[src/rtl/uart_pkg.sv]
// Shared types and helpers for the 9-bit UART receiver.
package uart_pkg;

  typedef enum logic [1:0] {
    IDLE  = 2'd0,
    START = 2'd1,
    DATA  = 2'd2,
    STOP  = 2'd3
  } uart_rx_state_t;

  localparam int UART_DATA_BITS = 9;

  // Clock cycles per oversampling tick, truncated toward zero.
  function automatic int uart_div(input int clk_hz, input int baud, input int rate);
    return clk_hz / (baud * rate);
  endfunction

endpackage

[src/rtl/uart_rx_tick_gen.sv]
// Oversampling tick divider: counts 0..DIV-1 and pulses tick on DIV-1.
// restart forces the count back to 0 so sampling aligns to a start edge.
module uart_rx_tick_gen #(
  parameter int DIV = 162
) (
  input  logic clock,
  input  logic reset,
  input  logic restart,
  output logic tick
);

  localparam int CW = (DIV > 1) ? $clog2(DIV) : 1;
  localparam logic [CW-1:0] LAST = CW'(DIV - 1);

  logic [CW-1:0] cnt_q, cnt_d;

  // Next count: clear on restart or wrap, otherwise increment.
  always_comb begin
    cnt_d = cnt_q;
    if (restart || (cnt_q == LAST)) begin
      cnt_d = '0;
    end else begin
      cnt_d = cnt_q + 1'b1;
    end
  end

  // Divider count register.
  always_ff @(posedge clock) begin
    if (reset) begin
      cnt_q <= '0;
    end else begin
      cnt_q <= cnt_d;
    end
  end

  assign tick = (cnt_q == LAST);

endmodule

[src/rtl/uart_rx.sv]
// 9-bit UART receiver: 1 start, 9 data (LSB first), 1 stop, no parity.
// Optional 2-of-3 majority sampling is enabled by UART_RX_MAJORITY_VOTE_EN.
// Output handshake: data_valid and framing_error are single-cycle pulses with
// no ready/backpressure; the consumer must take data before the next frame ends.
module uart_rx
  import uart_pkg::*;
#(
  parameter int CLK_HZ      = 25_000_000,
  parameter int BAUD_RATE   = 9600,
  parameter int SAMPLE_RATE = 16
) (
  input  logic                      clock,
  input  logic                      reset,
  input  logic                      rx,
  output logic [UART_DATA_BITS-1:0] data,
  output logic                      data_valid,
  output logic                      framing_error,
  output logic                      busy
);

  localparam int DIV = uart_div(CLK_HZ, BAUD_RATE, SAMPLE_RATE);
  localparam int SW  = $clog2(SAMPLE_RATE);
  localparam logic [SW-1:0] S_MID  = SW'(SAMPLE_RATE / 2 - 1);
  localparam logic [SW-1:0] S_LAST = SW'(SAMPLE_RATE - 1);
  localparam logic [3:0]    B_LAST = 4'(UART_DATA_BITS - 1);

  uart_rx_state_t state_q, state_d;

  logic                      rx_meta_q, rx_s_q, rx_prev_q;
  logic [SW-1:0]             sample_cnt_q, sample_cnt_d;
  logic [3:0]                bit_cnt_q, bit_cnt_d;
  logic [UART_DATA_BITS-1:0] shift_q, shift_d;
  logic [UART_DATA_BITS-1:0] data_q, data_d;
  logic                      valid_q, valid_d;
  logic                      ferr_q, ferr_d;
  logic                      restart;
  logic                      tick;
  logic                      bit_s;
  logic                      fall_edge;
  logic [SW-1:0]             sample_inc;

  uart_rx_tick_gen #(
    .DIV(DIV)
  ) u_tick_gen (
    .clock  (clock),
    .reset  (reset),
    .restart(restart),
    .tick   (tick)
  );

  // Two-flop synchroniser plus a delayed copy for falling-edge detection.
  always_ff @(posedge clock) begin
    if (reset) begin
      rx_meta_q <= 1'b1;
      rx_s_q    <= 1'b1;
      rx_prev_q <= 1'b1;
    end else begin
      rx_meta_q <= rx;
      rx_s_q    <= rx_meta_q;
      rx_prev_q <= rx_s_q;
    end
  end

  assign fall_edge = rx_prev_q & ~rx_s_q;

`ifdef UART_RX_MAJORITY_VOTE_EN
  logic [1:0] hist_q;

  // Keep rx_s from the two most recent ticks; [1] is the older sample.
  always_ff @(posedge clock) begin
    if (reset) begin
      hist_q <= 2'b11;
    end else if (tick) begin
      hist_q <= {hist_q[0], rx_s_q};
    end
  end

  assign bit_s = (hist_q[1] & hist_q[0]) | (hist_q[1] & rx_s_q) | (hist_q[0] & rx_s_q);
`else
  assign bit_s = rx_s_q;
`endif

  assign sample_inc = (sample_cnt_q == S_LAST) ? '0 : sample_cnt_q + 1'b1;

  // Next-state logic: frame sequencing, counters, shift register and output pulses.
  always_comb begin
    state_d      = state_q;
    sample_cnt_d = sample_cnt_q;
    bit_cnt_d    = bit_cnt_q;
    shift_d      = shift_q;
    data_d       = data_q;
    valid_d      = 1'b0;
    ferr_d       = 1'b0;
    restart      = 1'b0;
    unique case (state_q)
      IDLE: begin
        if (fall_edge) begin
          state_d      = START;
          restart      = 1'b1;
          sample_cnt_d = '0;
          bit_cnt_d    = '0;
        end
      end
      START: begin
        if (tick) begin
          sample_cnt_d = sample_inc;
          if (sample_cnt_q == S_MID) begin
            // A high line at mid-start was a glitch, not a frame.
            if (!bit_s) begin
              state_d      = DATA;
              sample_cnt_d = '0;
            end else begin
              state_d = IDLE;
            end
          end
        end
      end
      DATA: begin
        if (tick) begin
          sample_cnt_d = sample_inc;
          if (sample_cnt_q == S_LAST) begin
            shift_d   = {bit_s, shift_q[UART_DATA_BITS-1:1]};
            bit_cnt_d = bit_cnt_q + 1'b1;
            if (bit_cnt_q == B_LAST) begin
              state_d = STOP;
            end
          end
        end
      end
      STOP: begin
        if (tick) begin
          sample_cnt_d = sample_inc;
          if (sample_cnt_q == S_LAST) begin
            state_d = IDLE;
            if (bit_s) begin
              data_d  = shift_q;
              valid_d = 1'b1;
            end else begin
              ferr_d = 1'b1;
            end
          end
        end
      end
      default: state_d = IDLE;
    endcase
  end

  // State, counter, datapath and output registers.
  always_ff @(posedge clock) begin
    if (reset) begin
      state_q      <= IDLE;
      sample_cnt_q <= '0;
      bit_cnt_q    <= '0;
      shift_q      <= '0;
      data_q       <= '0;
      valid_q      <= 1'b0;
      ferr_q       <= 1'b0;
    end else begin
      state_q      <= state_d;
      sample_cnt_q <= sample_cnt_d;
      bit_cnt_q    <= bit_cnt_d;
      shift_q      <= shift_d;
      data_q       <= data_d;
      valid_q      <= valid_d;
      ferr_q       <= ferr_d;
    end
  end

  assign data          = data_q;
  assign data_valid    = valid_q;
  assign framing_error = ferr_q;
  assign busy          = (state_q != IDLE);

endmodule

[config.mk]
export PLATFORM = sky130hd
export DESIGN_NAME = uart_rx
export DESIGN_NICKNAME = d
export VERILOG_FILES = /design/src/rtl/uart_pkg.sv /design/src/rtl/uart_rx_tick_gen.sv /design/src/rtl/uart_rx.sv
export SDC_FILE = /design/constraint.sdc
export NUM_CORES = 1
export LEC_CHECK = 0
export CORE_MARGIN = 2
export CORE_UTILIZATION = 41
export DETAILED_ROUTE_END_ITERATION = 10
export GPL_TIMING_DRIVEN = 1
export PLACE_DENSITY = 0.68
export SKIP_CTS_REPAIR_TIMING = 1
export SLEW_MARGIN = 10
export SYNTH_ARGS = -nofsm -noshare
export SYNTH_HDL_FRONTEND = slang
export SYNTH_SLANG_ARGS = --single-unit
[constraint.sdc]
create_clock -name clock -period 2.2 [get_ports clock]
set_clock_uncertainty 0.2 [all_clocks]
set_input_delay 0.44 -clock clock [delete_from_list [all_inputs] [get_ports clock]]
set_output_delay 0.44 -clock clock [all_outputs]
set_load 0.05 [all_outputs]
# Word level (Yosys, flattened, before mapping)
# Index checks and enable logic that the tools add are counted.
# word_totals
latchBits,0
rom_bits,0
register_bits,41
ramBits,0
output_inout_bits,12
input_bits,3
memories,0
# classes
order_cmp,0
mul,0
n_reduce_logical,12
n_bitwise,5
n_shift,0
n_div,0
n_addsub,3
eq_ne,16
mux,24
# ops
op,n
2-to-1 mux 4 bit,8
2-to-1 mux 2 bit,9
"inequality test 2 bit, second input constant",8
case mux 4 bit (3 select lines),1
"adder 4 x 1 -> 4 bit, second input constant",2
"adder 8 x 1 -> 8 bit, second input constant",1
"== test 4 bit, second input constant",2
"== test 8 bit, second input constant",1
case mux 2 bit (4 select lines),1
case mux 4 bit (2 select lines),1
AND reduction 4 bit,2
AND reduction 8 bit,1
AND reduction 3 bit,2
"== test 2 bit, second input constant",2
"== test 4 x 3 -> 1 bit, second input constant",1
2-to-1 mux 1 bit,4
inverter 1 bit,4
nonzero test 2 bit,2
OR reduction 2 bit,2
OR reduction 4 bit,1
"== test 2 x 1 -> 1 bit, second input constant",1
logical NOT 2 bit,1
"inequality test 2 x 1 -> 1 bit, second input constant",1
bitwise AND 1 bit,1
logical OR 1 bit,1

# Longest topological paths before layout
# Gate-level depths: netlist (run 1).
# depth
ltp_word,6
ltp_mapped,7

# Cells and area by module
# Synthesis (run 1) repeated with hierarchy kept, for this count alone.
# unflattened
hier_cells,211
area_unflattened_um2,1890.6
# by_module_without_submodules
mod,instances,seq_area_each_um2,area_each_um2,cells_each
uart_rx,1,660.6,1521.5,172
uart_rx_tick_gen,1,160.2,369.1,39

# Worst setup path after synthesis (run 1)
# Ideal clock, no wire load.
# synth_timing
path_type,reg2reg
start,reg with a tool-made name
end,reg sample_cnt_q[3]
path_slack_ns,-0.088
synth_period_minus_slack_ns,2.288
setup_time_ns,0.070
t_arrival_ns,2.018
path_buffers,2
t_required_ns,1.930
stages_incl_launch_ff,7
path_cell_list,dfxtp_1 -> buf_4 -> or2_2 -> clkbuf_1 -> a31oi_2 -> or4_1 -> a21oi_1
# synth_lines
element,line,text
"end signal, assigned",uart_rx.sv:160,sample_cnt_q <= sample_cnt_d;
"end, declared",uart_rx.sv:30,"logic [SW-1:0] sample_cnt_q, sample_cnt_d;"

# Final worst setup path (run 1)
# layout_timing
start,"reg data_q[4], in the netlist data[4]"
end,out data[4]
# layout_lines
element,line,text
"start, declared",uart_rx.sv:33,"logic [UART_DATA_BITS-1:0] data_q, data_d;"
"start signal, assigned",uart_rx.sv:163,data_q <= data_d;
"end, declared",uart_rx.sv:15,"output logic [UART_DATA_BITS-1:0] data,"
# No word-level cell between the ends.

==> results of run 1 <==
## flip-flops by register name (all words and copies together) (netlist names), named ones only
register / cells
bit_cnt_q: 4
bit_s: 1
data: 9
data_valid: 1
framing_error: 1
rx_meta_q: 1
rx_prev_q: 1
sample_cnt_q: 4
shift_q: 9
state_q: 1
u_tick_gen.cnt_q: 8
## placed cells by master (no fill, tap or decap), types with 2 or more instances in the layout
cell | netlist | routed
buf_4 | 1 | 5
o21ai_0 | 11 | 11
o31ai_1 | 2 | 2
nor3_1 | 4 | 4
dfxtp_1 | 41 | 41
or2_2 | 4 | 4
clkinv_4 | 0 | 2
nand2_1 | 9 | 9
ha_1 | 5 | 5
xnor2_1 | 4 | 4
nor2b_1 | 2 | 2
or4_1 | 3 | 3
a21oi_1 | 16 | 16
a311oi_1 | 2 | 2
nand3b_1 | 2 | 2
nor4b_4 | 2 | 2
mux2i_1 | 10 | 10
a31oi_1 | 2 | 2
xor2_1 | 3 | 3
nor2_1 | 22 | 22
and3_1 | 4 | 3
inv_1 | 5 | 5
nand4_1 | 3 | 3
clkdlybuf4s50_1 | 0 | 13
clkbuf_8 | 0 | 5
nand3_1 | 14 | 14
## cells in the mapped netlist, drive strengths merged, types with 4 or more instances
| cell | instances | area share, % |
|---|---|---|
| and3 | 4 | 1.4 |
| or2 | 4 | 1.4 |
| xnor2 | 4 | 2.0 |
| ha | 5 | 3.5 |
| nand2 | 9 | 1.9 |
| a21oi | 16 | 4.5 |
| mux2i | 10 | 5.6 |
| clkbuf | 10 | 2.1 |
| nor2 | 22 | 4.6 |
| inv | 5 | 1.1 |
| nand3 | 14 | 3.9 |
| dfxtp | 41 | 46 |
| o21ai | 11 | 3.1 |
| nor3 | 4 | 1.1 |
## power by group
part           internal (mW)  total, mW  switching (mW)
Clock                  0.225      0.491           0.266
Combinational         0.0316     0.0684          0.0368
Sequential             0.750      0.759         0.00987
## worst reg2reg max path, delay by kind of cell, from the launching register on
kind | cells | cell delay, ns
AO/OA/AOI/OAI | 2 | 0.35
flip-flops | 1 | 0.52
AND/OR/NAND/NOR | 2 | 0.90
## worst min path at each step
stage | from | to
2_1_floorplan | rx_meta_q$_SDFF_PP1_ | bit_s$_SDFF_PP1_
3_3_place_gp | rx_meta_q$_SDFF_PP1_ | bit_s$_SDFF_PP1_
3_5_place_dp | rx_meta_q$_SDFF_PP1_ | bit_s$_SDFF_PP1_
4_1_cts | rx_meta_q$_SDFF_PP1_ | bit_s$_SDFF_PP1_
5_1_grt | rx_meta_q$_SDFF_PP1_ | bit_s$_SDFF_PP1_
6_report | rx_meta_q$_SDFF_PP1_ | bit_s$_SDFF_PP1_
## logic make-up after synthesis
group	Yosys count
flops	41
buf+inv	17
mux	11
xor+xnor	7
simple gates	75
fa+ha+maj	5
compound gates	39
## per-stage QoR
| step | util [%] | total power [mW] | hold slack [ns] |
|---|---|---|---|
| 6_report | 50.6 | 1.32 | 0.217 |
| 5_1_grt | 50.6 | 1.37 | 0.240 |
| 4_1_cts | 50.4 | 1.33 | 0.220 |
| 3_5_place_dp | 48.2 | 0.842 | 0.201 |
| 3_3_place_gp | 48.2 | 0.842 | 0.192 |
| 2_1_floorplan | - | 0.819 | 0.189 |
## layer usage
layer / GRT usage (%) / routed length, um / up-vias
met5: 0 / 0 / -
met2: 22.2 / 1540 / 17
met3: 3.20 / 82 / 8
li1: - / - / 717
met4: 8.33 / 74 / 0
met1: 18.6 / 1640 / 657
## layout make-up
class                   instances  area (um2)
clock buffers                   5        68.8
clock inverters                 3        22.5
fillers                       401        2020
inverters                       5        18.8
multi-input cells             137         888
flip-flops and latches         41         821
well taps                      50        62.6
repair buffers                 19         188
==> impl_metrics.yaml, run 1 <==
sta:
  max_freq_mhz: 482
  finalCriticalPeriod_ns: 2.08
  hold_viol: 0
  slew_headroom_pct: 66.6
  setup_viol: 0
  finalCritPeriodShare_pct: 94.3
  rsz0062_at_grt: "no"
  timing.final.ws_setup_ns: 0.124
  slew_violations: 0
  worst_pin_slew_ns: 0.499
  setup-tns-final_ns: 0
global_route:
  grt_pass1_wl_mm: 5.70
  grt_usage_pct: 14.5
  grt_pass1_vias: 1308
  antenna_found_initial: 0
  grt_max_degree: 15
  grt_overflow: 0
final_layout:
  nets: 217
  drive_gt1_share_pct: 11.4
  stdcell_count: 260
  n_antenna_cell: 0
  area_delta_synth_final_pct: 16.5
  fin_area_um2: 2070
worst_setup_path:
  worstSetupPathType: "flip-flop to output pin"
  reg2reg_depth: 4
  crit_start: "data[4]$_SDFFE_PP0P_"
  cpPeakStageDelay_ns: 0.81
  crit_path_start_kind: "flip-flop"
  setup.worst_path.end: "data[4]"
  endpoint_kind: "output pin"
  crit_chain: "clkdlybuf4s50_1"
  worst-path-buf-inv: 1
  cp_slowest_cell: "clkdlybuf4s50_1"
  crit_fanout: 2
  cpLargestDelayFamily: "buffers and inverters"
  path_depth: 1
  critical_path_required_ns: 1.56
  arrival_ns: 1.44
  regToRegSetupSlack_ns: 0.17
  r2r-end: "bit_cnt_q[3]$_SDFFE_PP0P_"
place:
  portBuffers: 14
  placed_area_um2: 1970
  dpl.hpwl_mm: 2.33
  dp_worst_setup_slack_ns: 0.0662
  globalplace.congestion: 0.740
  place_inst: 251
cts:
  clock-sinks: 41
  cts.htree.levels: 2
  clkLatencyLatePin_ns: 0.29
  numCtsBuffers: 5
  clkSlewWorstSetupHoldPaths_ns: 0.08
  clock-root-buffer: "clkbuf_8"
  cts_tree: "done"
  clockBufferDepth: 2
synth:
  synth_cell_type_count: 38
  synth_fa_ha_area_share_pct: 3.52
  synthMuxAreaShare_pct: 6.27
  synthesis.area_um2: 1780
  synth-edff-count: 0
  synth-compound-area-share_pct: 13.2
  synth_top_family_by_area: "simple AND/OR/NAND/NOR gates"
  ys.warnings.count: 0
  synth_top_flop_cell: "dfxtp_1"
  yosysSeqAreaShare_pct: 46.2
  syn_avg_cell_area_um2: 9.11
  synth_xor_area_share_pct: 3.45
  syn_nets: 203
  async_flop_share_pct: 0
  synth_simple_gate_area_share_pct: 23.5
  netlist_instances: 195
  synth_seq_cells: 41
floorplan:
  io_pins: 15
  start_util_pct: 43.5
  core_um2: 4090
  fp-row-count: 23
  die_h_um: 69.8
  die_x_um: 69.8
  die_area_um2: 4880
run_status:
  status: "completed"
drt:
  drc_errors: 0
  wirelength_mm: 3.34
  ant_nets: 0
  vias: 1399
  drtIter0Drc: 76
  drt_pass1_iterations: 4
  wl_per_cell_um: 12.8
  avgViaCountPerCell: 5.38
run:
  drv_cap: 0
worst_hold_path:
  hp-class: "flip-flop to flip-flop"
  worstHoldPathCells: 1
power:
  p_per_area_nw_per_um2: 637
  p_leak_nw: 0.716
  peakVddDrop_mv: 0.411
No activity file was read; power rests on OpenSTA's default activity.
==> inputs of run 2 (changes only) <==
Settings changed: MAX_ROUTING_LAYER from default to met4.
==> run 2 against run 1 <==
Sequential power is essentially flat; sequential share of layout area unchanged; combinational power is essentially flat; non-clock buffer count did not move; critical endpoint unchanged.
==> impl_metrics.yaml, run 2 (synthesis gave the netlist of run 1 again) <==
cts:
  clock-sinks: 41
  clockBufferDepth: 2
  clock-root-buffer: "clkbuf_8"
  cts_tree: "done"
  cts.htree.levels: 2
  numCtsBuffers: 5
  clkSlewWorstSetupHoldPaths_ns: 0.08
  clkLatencyLatePin_ns: 0.29
drt:
  drc_errors: 0
  avgViaCountPerCell: 5.32
  vias: 1384
  drtIter0Drc: 71
  wirelength_mm: 3.37
  wl_per_cell_um: 13.0
  ant_nets: 0
  drt_pass1_iterations: 5
floorplan:
  io_pins: 15
  core_um2: 4090
  fp-row-count: 23
  die_x_um: 69.8
  die_area_um2: 4880
  start_util_pct: 43.5
  die_h_um: 69.8
worst_setup_path:
  cpLargestDelayFamily: "buffers and inverters"
  critical_path_required_ns: 1.56
  r2r-end: "bit_cnt_q[3]$_SDFFE_PP0P_"
  crit_path_start_kind: "flip-flop"
  arrival_ns: 1.43
  cp_slowest_cell: "clkdlybuf4s50_1"
  worst-path-buf-inv: 1
  endpoint_kind: "output pin"
  cpPeakStageDelay_ns: 0.81
  crit_fanout: 2
  path_depth: 1
  reg2reg_depth: 4
  regToRegSetupSlack_ns: 0.18
  crit_start: "data[4]$_SDFFE_PP0P_"
  worstSetupPathType: "flip-flop to output pin"
  crit_chain: "clkdlybuf4s50_1"
  setup.worst_path.end: "data[4]"
final_layout:
  multi_input_area_um2: 888
  final_common_cell: "dfxtp_1"
  fin_area_um2: 2070
  seq_area_um2: 821
  drive_gt1_share_pct: 11.4
  stdcell_count: 260
  final_cell_mix: "41 x dfxtp_1, 22 x nor2_1, 16 x a21oi_1"
  area_delta_synth_final_pct: 16.5
  fillCellCount: 401
  final_util_pct: 50.6
  n_antenna_cell: 0
  nets: 217
place:
  portBuffers: 14
  dp_worst_setup_slack_ns: 0.0662
  globalplace.congestion: 0.749
  place_inst: 251
  dpl.hpwl_mm: 2.33
  placed_area_um2: 1970
sta:
  finalCritPeriodShare_pct: 94.2
  worst_pin_slew_ns: 0.499
  hold_viol: 0
  slew_headroom_pct: 66.6
  whs_ns: 0.217
  setup-tns-final_ns: 0
  finalCriticalPeriod_ns: 2.07
  max_freq_mhz: 482
  timing.final.ws_setup_ns: 0.127
  rsz0062_at_grt: "no"
  setup_viol: 0
  slew_violations: 0
power:
  p_per_area_nw_per_um2: 636
  p_leak_nw: 0.716
  peakVddDrop_mv: 0.409
  report.power.total_mw: 1.32
worst_hold_path:
  hp-class: "flip-flop to flip-flop"
global_route:
  grt_usage_pct: 15.1
  grt_overflow: 0
  grt_pass1_wl_mm: 5.71
  grt_max_degree: 15
  antenna_found_initial: 0
  grt_pass1_vias: 1306
run:
  drv_cap: 0
run_status:
  status: "completed"
-- run 2: cell counts in the layout (fill, tap and decap cells not counted) --
Identical to the previous run, type by type.
-- run 2: worst reg2reg max path: stages, from the launching register on --
cell,delay (ns)
dfxtp_1,0.52
nor2b_1,0.37
a21oi_1,0.21
or4_1,0.53
a21boi_1,0.14
-- run 2: worst min path at each step --
stage | from | end | slack (ns) | depth (start not counted)
finish | rx_meta_q$_SDFF_PP1_ | bit_s$_SDFF_PP1_ | 0.22 | 1
global route | rx_meta_q$_SDFF_PP1_ | bit_s$_SDFF_PP1_ | 0.24 | 1
global placement | rx_meta_q$_SDFF_PP1_ | bit_s$_SDFF_PP1_ | 0.19 | 1
detailed placement | rx_meta_q$_SDFF_PP1_ | bit_s$_SDFF_PP1_ | 0.20 | 1
floorplan | rx_meta_q$_SDFF_PP1_ | bit_s$_SDFF_PP1_ | 0.19 | 1
CTS | rx_meta_q$_SDFF_PP1_ | bit_s$_SDFF_PP1_ | 0.22 | 1
-- run 2: metal layers --
layer | GRT usage (%) | share of wire, %
met1 | 18.6 | 50
met5 | - | 0
met3 | 5.38 | 2.0
met4 | 6.41 | 1.1
met2 | 22.2 | 47
-- run 2: power by group --
group / switching [mW] / leakage, nW / internal, mW
clock: 0.265 / 0.0481 / 0.225
combinational: 0.0365 / 0.336 / 0.0316
sequential: 0.00988 / 0.331 / 0.750
total: 0.311 / 0.716 / 1.01
-- run 2: final cells by class --
type | instances | area share, %
Multi-Input combinational cell | 137 | 42.9
Clock inverter | 3 | 1.09
Inverter | 5 | 0.907
Timing Repair Buffer | 19 | 9.07
Sequential cell | 41 | 39.7
Clock buffer | 5 | 3.33
Tap cell | 50 | 3.02
==> inputs of run 3 (changes only) <==
Settings changed: ABC_CLOCK_PERIOD_IN_PS from default to 2200, CORE_ASPECT_RATIO from default to 1.2.
==> run 3 against run 2 <==
Cell area is 1.6% higher; sequential share of layout area fell by 0.61 points; die area hardly changed; flip-flop and latch count stayed put; via count increased by 1.9%; non-clock buffer count up 2; cell count up 3.1%; critical endpoint is now data[0].
==> impl_metrics.yaml, run 3 (synthesis gave the netlist of run 1 again) <==
cts:
  clkLatencyLatePin_ns: 0.30
  cts.htree.levels: 2
  clock-root-buffer: "clkbuf_8"
  clockBufferDepth: 2
  clock-sinks: 41
  numCtsBuffers: 5
  cts_tree: "done"
  clkSlewWorstSetupHoldPaths_ns: 0.08
worst_setup_path:
  critical_path_required_ns: 1.56
  crit_fanout: 2
  cpLargestDelayFamily: "buffers and inverters"
  worst-path-buf-inv: 1
  crit_chain: "clkdlybuf4s50_1"
  worstSetupPathType: "flip-flop to output pin"
  cp_slowest_cell: "clkdlybuf4s50_1"
  endpoint_kind: "output pin"
  crit_path_start_kind: "flip-flop"
  arrival_ns: 1.43
  cpPeakStageDelay_ns: 0.80
global_route:
  grt_overflow: 0
  met2_usage_pct: 24.8
  use_met1_pct: 20.1
  busiest_layer: "met2"
  grt_util_met3_pct: 3.25
  grt_pass1_vias: 1341
  grt_usage_pct: 16.1
  grt_max_degree: 14
  grt_pass1_wl_mm: 6.08
  antenna_found_initial: 0
sta:
  max_freq_mhz: 484
  slew_violations: 0
  rsz0062_at_grt: "no"
  finalCriticalPeriod_ns: 2.07
  hold_viol: 0
  worst_pin_slew_ns: 0.497
  setup_viol: 0
  setup-tns-final_ns: 0
  slew_headroom_pct: 66.7
  finalCritPeriodShare_pct: 94.0
final_layout:
  stdcell_count: 268
  area_delta_synth_final_pct: 18.3
  n_antenna_cell: 0
  nets: 219
  final_common_cell: "dfxtp_1"
  final_util_pct: 50.1
  drive_gt1_share_pct: 12.3
  final_cell_mix: "41 x dfxtp_1, 22 x nor2_1, 16 x a21oi_1"
drt:
  wl_per_cell_um: 12.5
  drc_errors: 0
  avgViaCountPerCell: 5.26
  vias: 1410
  wirelength_mm: 3.35
  drt_pass1_iterations: 4
  ant_nets: 0
  drtIter0Drc: 65
power:
  peakVddDrop_mv: 0.464
  report.power.total_mw: 1.35
  p_per_area_nw_per_um2: 640
  p_leak_nw: 0.730
place:
  dpl.hpwl_mm: 2.38
  place_inst: 259
  portBuffers: 14
  globalplace.congestion: 0.800
floorplan:
  fp-row-count: 26
  core_um2: 4200
  die_x_um: 64.1
  start_util_pct: 42.3
  die_h_um: 76.1
  die_area_um2: 4880
  io_pins: 15
run:
  drv_cap: 0
worst_hold_path:
  hp-class: "flip-flop to flip-flop"
run_status:
  status: "completed"
-- run 3: changes by cell type in the layout (fill, tap and decap cells not counted), sizes merged --
cell and change:
buf +2, clkbuf +1, clkinv -1
-- run 3: per-layer routing --
metal  share of wire, %  vias up  wire, um
li1                   -      719         -
met1                 47      665      1560
met2                 48       20      1610
met3                3.2        6       106
met4                2.1        0        70
met5                  0        -         0
-- run 3: through the flow --
step	setup WS, ns	cell area (um2)	hold WS (ns)
finish	0.132	2100	0.221
floorplan	0.239	1780	0.189
detailed placement	0.0341	1990	0.202
CTS	0.0229	2090	0.227
global placement	0.114	1990	0.200
global route	0.00791	2100	0.239
-- run 3: area by class of cell --
type	count	area (um2)
fill	390	2090
multi-input combinational	137	893
sequential	41	821
timing repair buffer	21	203
clock buffer	6	82.6
tap	56	70.1
inverter	5	18.8
clock inverter	2	13.8
-- run 3: power by group --
group          switching (mW)  internal [mW]
sequential             0.0104          0.750
clock                   0.261          0.254
combinational          0.0370         0.0327
-- run 3: final timing paths --
kind	cells after the start	slack (ns)	to	from
worst min-delay path	1	0.22	bit_s$_SDFF_PP1_	rx_meta_q$_SDFF_PP1_
worst min register to register	1	0.22	bit_s$_SDFF_PP1_	rx_meta_q$_SDFF_PP1_
worst max-delay path	1	0.13	data[0]	data[0]$_SDFFE_PP0P_
worst max register to register	6	0.17	sample_cnt_q[3]$_SDFFE_PP0P_	u_tick_gen.cnt_q[0]$_SDFF_PP0_
==> RTL edit (config.mk and constraints of run 2) <==
`shift_q` no longer has a reset.
--- a/src/rtl/uart_rx.sv
+++ b/src/rtl/uart_rx.sv
@@ -153,3 +153,2 @@
       bit_cnt_q    <= '0;
-      shift_q      <= '0;
       data_q       <= '0;
@@ -161,3 +160,2 @@
       bit_cnt_q    <= bit_cnt_d;
-      shift_q      <= shift_d;
       data_q       <= data_d;
@@ -166,2 +164,6 @@
     end
+  end
+
+  always_ff @(posedge clock) begin
+    shift_q <= shift_d;
   end
Behaviour: same outputs for any inputs over 10 cycles, from zero or initial values and one cycle with reset high; that may be too few to reach the edited logic, so the function may still have changed.
==> RTL edit against run 2 <==
- the run now ends with negative setup slack left
- worst setup slack worse by 130 ps
- design area is 1.3% higher
- wire length is 1.7% higher
- hold slack better by 1.8 ps
- critical endpoint is now sample_cnt_q[3]
- power is 11% higher
- fmax is 6.0% lower
- largest power group unchanged
- sequential cell count stayed put
- highest routed layer unchanged
- area after synthesis is 4.9% lower
==> RTL edit: results (changes against run 2) <==
Run status
  – Result of the run: finished, violations left
  – Failing checks: negative setup slack

Synthesis
  – Netlist cell types: 39 (+2.6%)
  – Post-synth EDFFs: 9 (+9)
  – Multiplexer area fraction after synthesis: 0.0178 (-0.0449)
  – Post-synthesis cell count: 171 (-12%)
  – Sequential share of the synthesized area: 0.539 (+0.0769)
  – Most numerous cell types in the synthesized netlist: sky130_fd_sc_hd__dfxtp_1, sky130_fd_sc_hd__nand3_1, sky130_fd_sc_hd__a21oi_1
  – Number of nets produced by synthesis: 179 (-12%)
  – Ranking of synthesized cells by area: sky130_fd_sc_hd__dfxtp_1, sky130_fd_sc_hd__edfxtp_1, sky130_fd_sc_hd__nand3_1
  – Synth Area in Compound Gates: 0.128 (-0.00364)
  – Area share of fa/ha/maj cells after synthesis: 0.0370 (+0.00180)
  – Xor/xnor share of the synthesized area: 0.0363 (+0.00176)

Final layout
  – Post-layout nets: 204 (-6.0%)
  – Share of final-layout standard cells stronger than drive strength 1: 0.142 (+0.0278)

Placed design
  – Hpwl dp: 2490 µm (+6.9%)
  – Quantity of I/O buffers inserted on ports: 14 (unchanged)
  – Placer Congestion: 0.812 (+8.3%)
  – Total placed cells including tap cells: 239 (-4.8%)

Setup path
  – Category of cells accounting for the largest share of critical-path delay: compound AO/OA/AOI/OAI gates
  – Worst path arrival time: 2240 ps (+810 ps)
  – Largest fanout on the critical path: 5 (+3)
  – Largest stage delay on the critical path: 510 ps (-300 ps)
  – CP max stage cell: sky130_fd_sc_hd__or4b_4

Route
  – Overall via count from detail_route: 1336 (-3.5%)
  – DRC violation total after the first TritonRoute iteration: 48 (-32%)
  – Final routed wire length divided by cell count: 13.9 µm (+7.1%)
  – Drt via density: 5.41 (+1.6%)
  – Routed wire length on met3: 118 µm (+74%)
  – Number of iterations in the first detailed-routing pass: 4 (-1)
  – Total length of routed met2 wires: 1830 µm (+16%)
  – Wire length on met1: 1420 µm (-16%)

Power
  – Largest vdd supply drop: 0.000477 V (+17%)
  – Reported leakage power: 0.000743 µW (+3.9%)
  – Switching component of the power: 314 µW (+0.95%)

STA
  – Total Negative Setup Slacks: -5.82 ps (-5.82 ps)
  – Relative slew margins: 0.655 (-0.0106)
  – Final worst slack: -5.82 ps (-132 ps)
  – Final-report setup violation count: 1 (+1)

Clock tree
  – Clock slew at the register clock pins of the worst setup and hold paths: 80 ps (about the same)
  – Clock latency at the later pin of the worst-skew pair: approximately 300 ps
  – Number of H-tree branching levels: 2 (unchanged)
  – Cts bufs inserted: 5 (unchanged)

Global route
  – Number of antenna violations at the first check in global routing: 0 (unchanged)
  – Global-route wire length before repair: 5720 µm (+0.25%)
  – Total global routing track utilization: 0.174 (+0.0234)
  – Maximum number of pins on one net before global-route repair: 15 (unchanged)
-- RTL edit: changes by cell type in the layout (fill, tap and decap cells not counted), sizes merged, moves of 5 or more --
cell,run 2,this run
buf,6,12
dfxtp,41,32
edfxtp,0,9
mux2i,10,3
nand3,14,19
nor2,22,13
-- RTL edit: cell families (layout without fill, tap and decap cells) --
kind of cell / count (synthesis) / count (layout)
AOI/OAI and AO/OA: 37 / 37
xor gates and xnor gates: 7 / 7
adders and majority gates: 5 / 5
buffers and inverters: 13 / 39
DFF: 41 / 41
muxes: 3 / 3
and+or+nand+nor: 65 / 65
-- RTL edit: stage by stage --
stage                     instance area (µm²)  setup slack, ps
final                                    2100            -5.82
after global routing                     2100            -75.5
after CTS                                2090            -88.6
after detailed placement                 1970            -62.9
after global placement                   1970            -10.3
after floorplan                          1710             21.2
-- RTL edit: final cells by class --
type / count / area, µm²
Inverter: 6 / 22.5
Multi-Input combinational cell: 117 / 751
Sequential cell: 41 / 912
Clock inverter: 3 / 46.3
Tap cell: 50 / 62.6
Fill cell: 350 / 1880
Clock buffer: 5 / 68.8
Timing Repair Buffer: 25 / 233
-- RTL edit: path summary, 6_finish.rpt --
path                            cells after the start                 from               to  slack (ps)
worst min-delay path                                1            rx_meta_q            bit_s         220
worst max register to register                      7  u_tick_gen.cnt_q[1]  sample_cnt_q[3]          -6
worst max-delay path                                7  u_tick_gen.cnt_q[1]  sample_cnt_q[3]          -6
worst min register to register                      1            rx_meta_q            bit_s         220
-- RTL edit: power groups by stage --
stage	Sequential (µW)	Clock (µW)	Combinational (µW)
after floorplan	796	0	44.7
final	781	606	72.6
after global routing	782	653	81.5
after CTS	781	616	71.2
after global placement	798	0	69.6
after detailed placement	799	0	71.0
-- RTL edit: metal layers --
| layer | track usage | vias up |
|---|---|---|
| met4 | 0.0675 | 0 |
| met2 | 0.309 | 20 |
| met1 | 0.178 | 641 |
| met3 | 0.0543 | 8 |
| li1 | - | 667 |
| met5 | - | - |
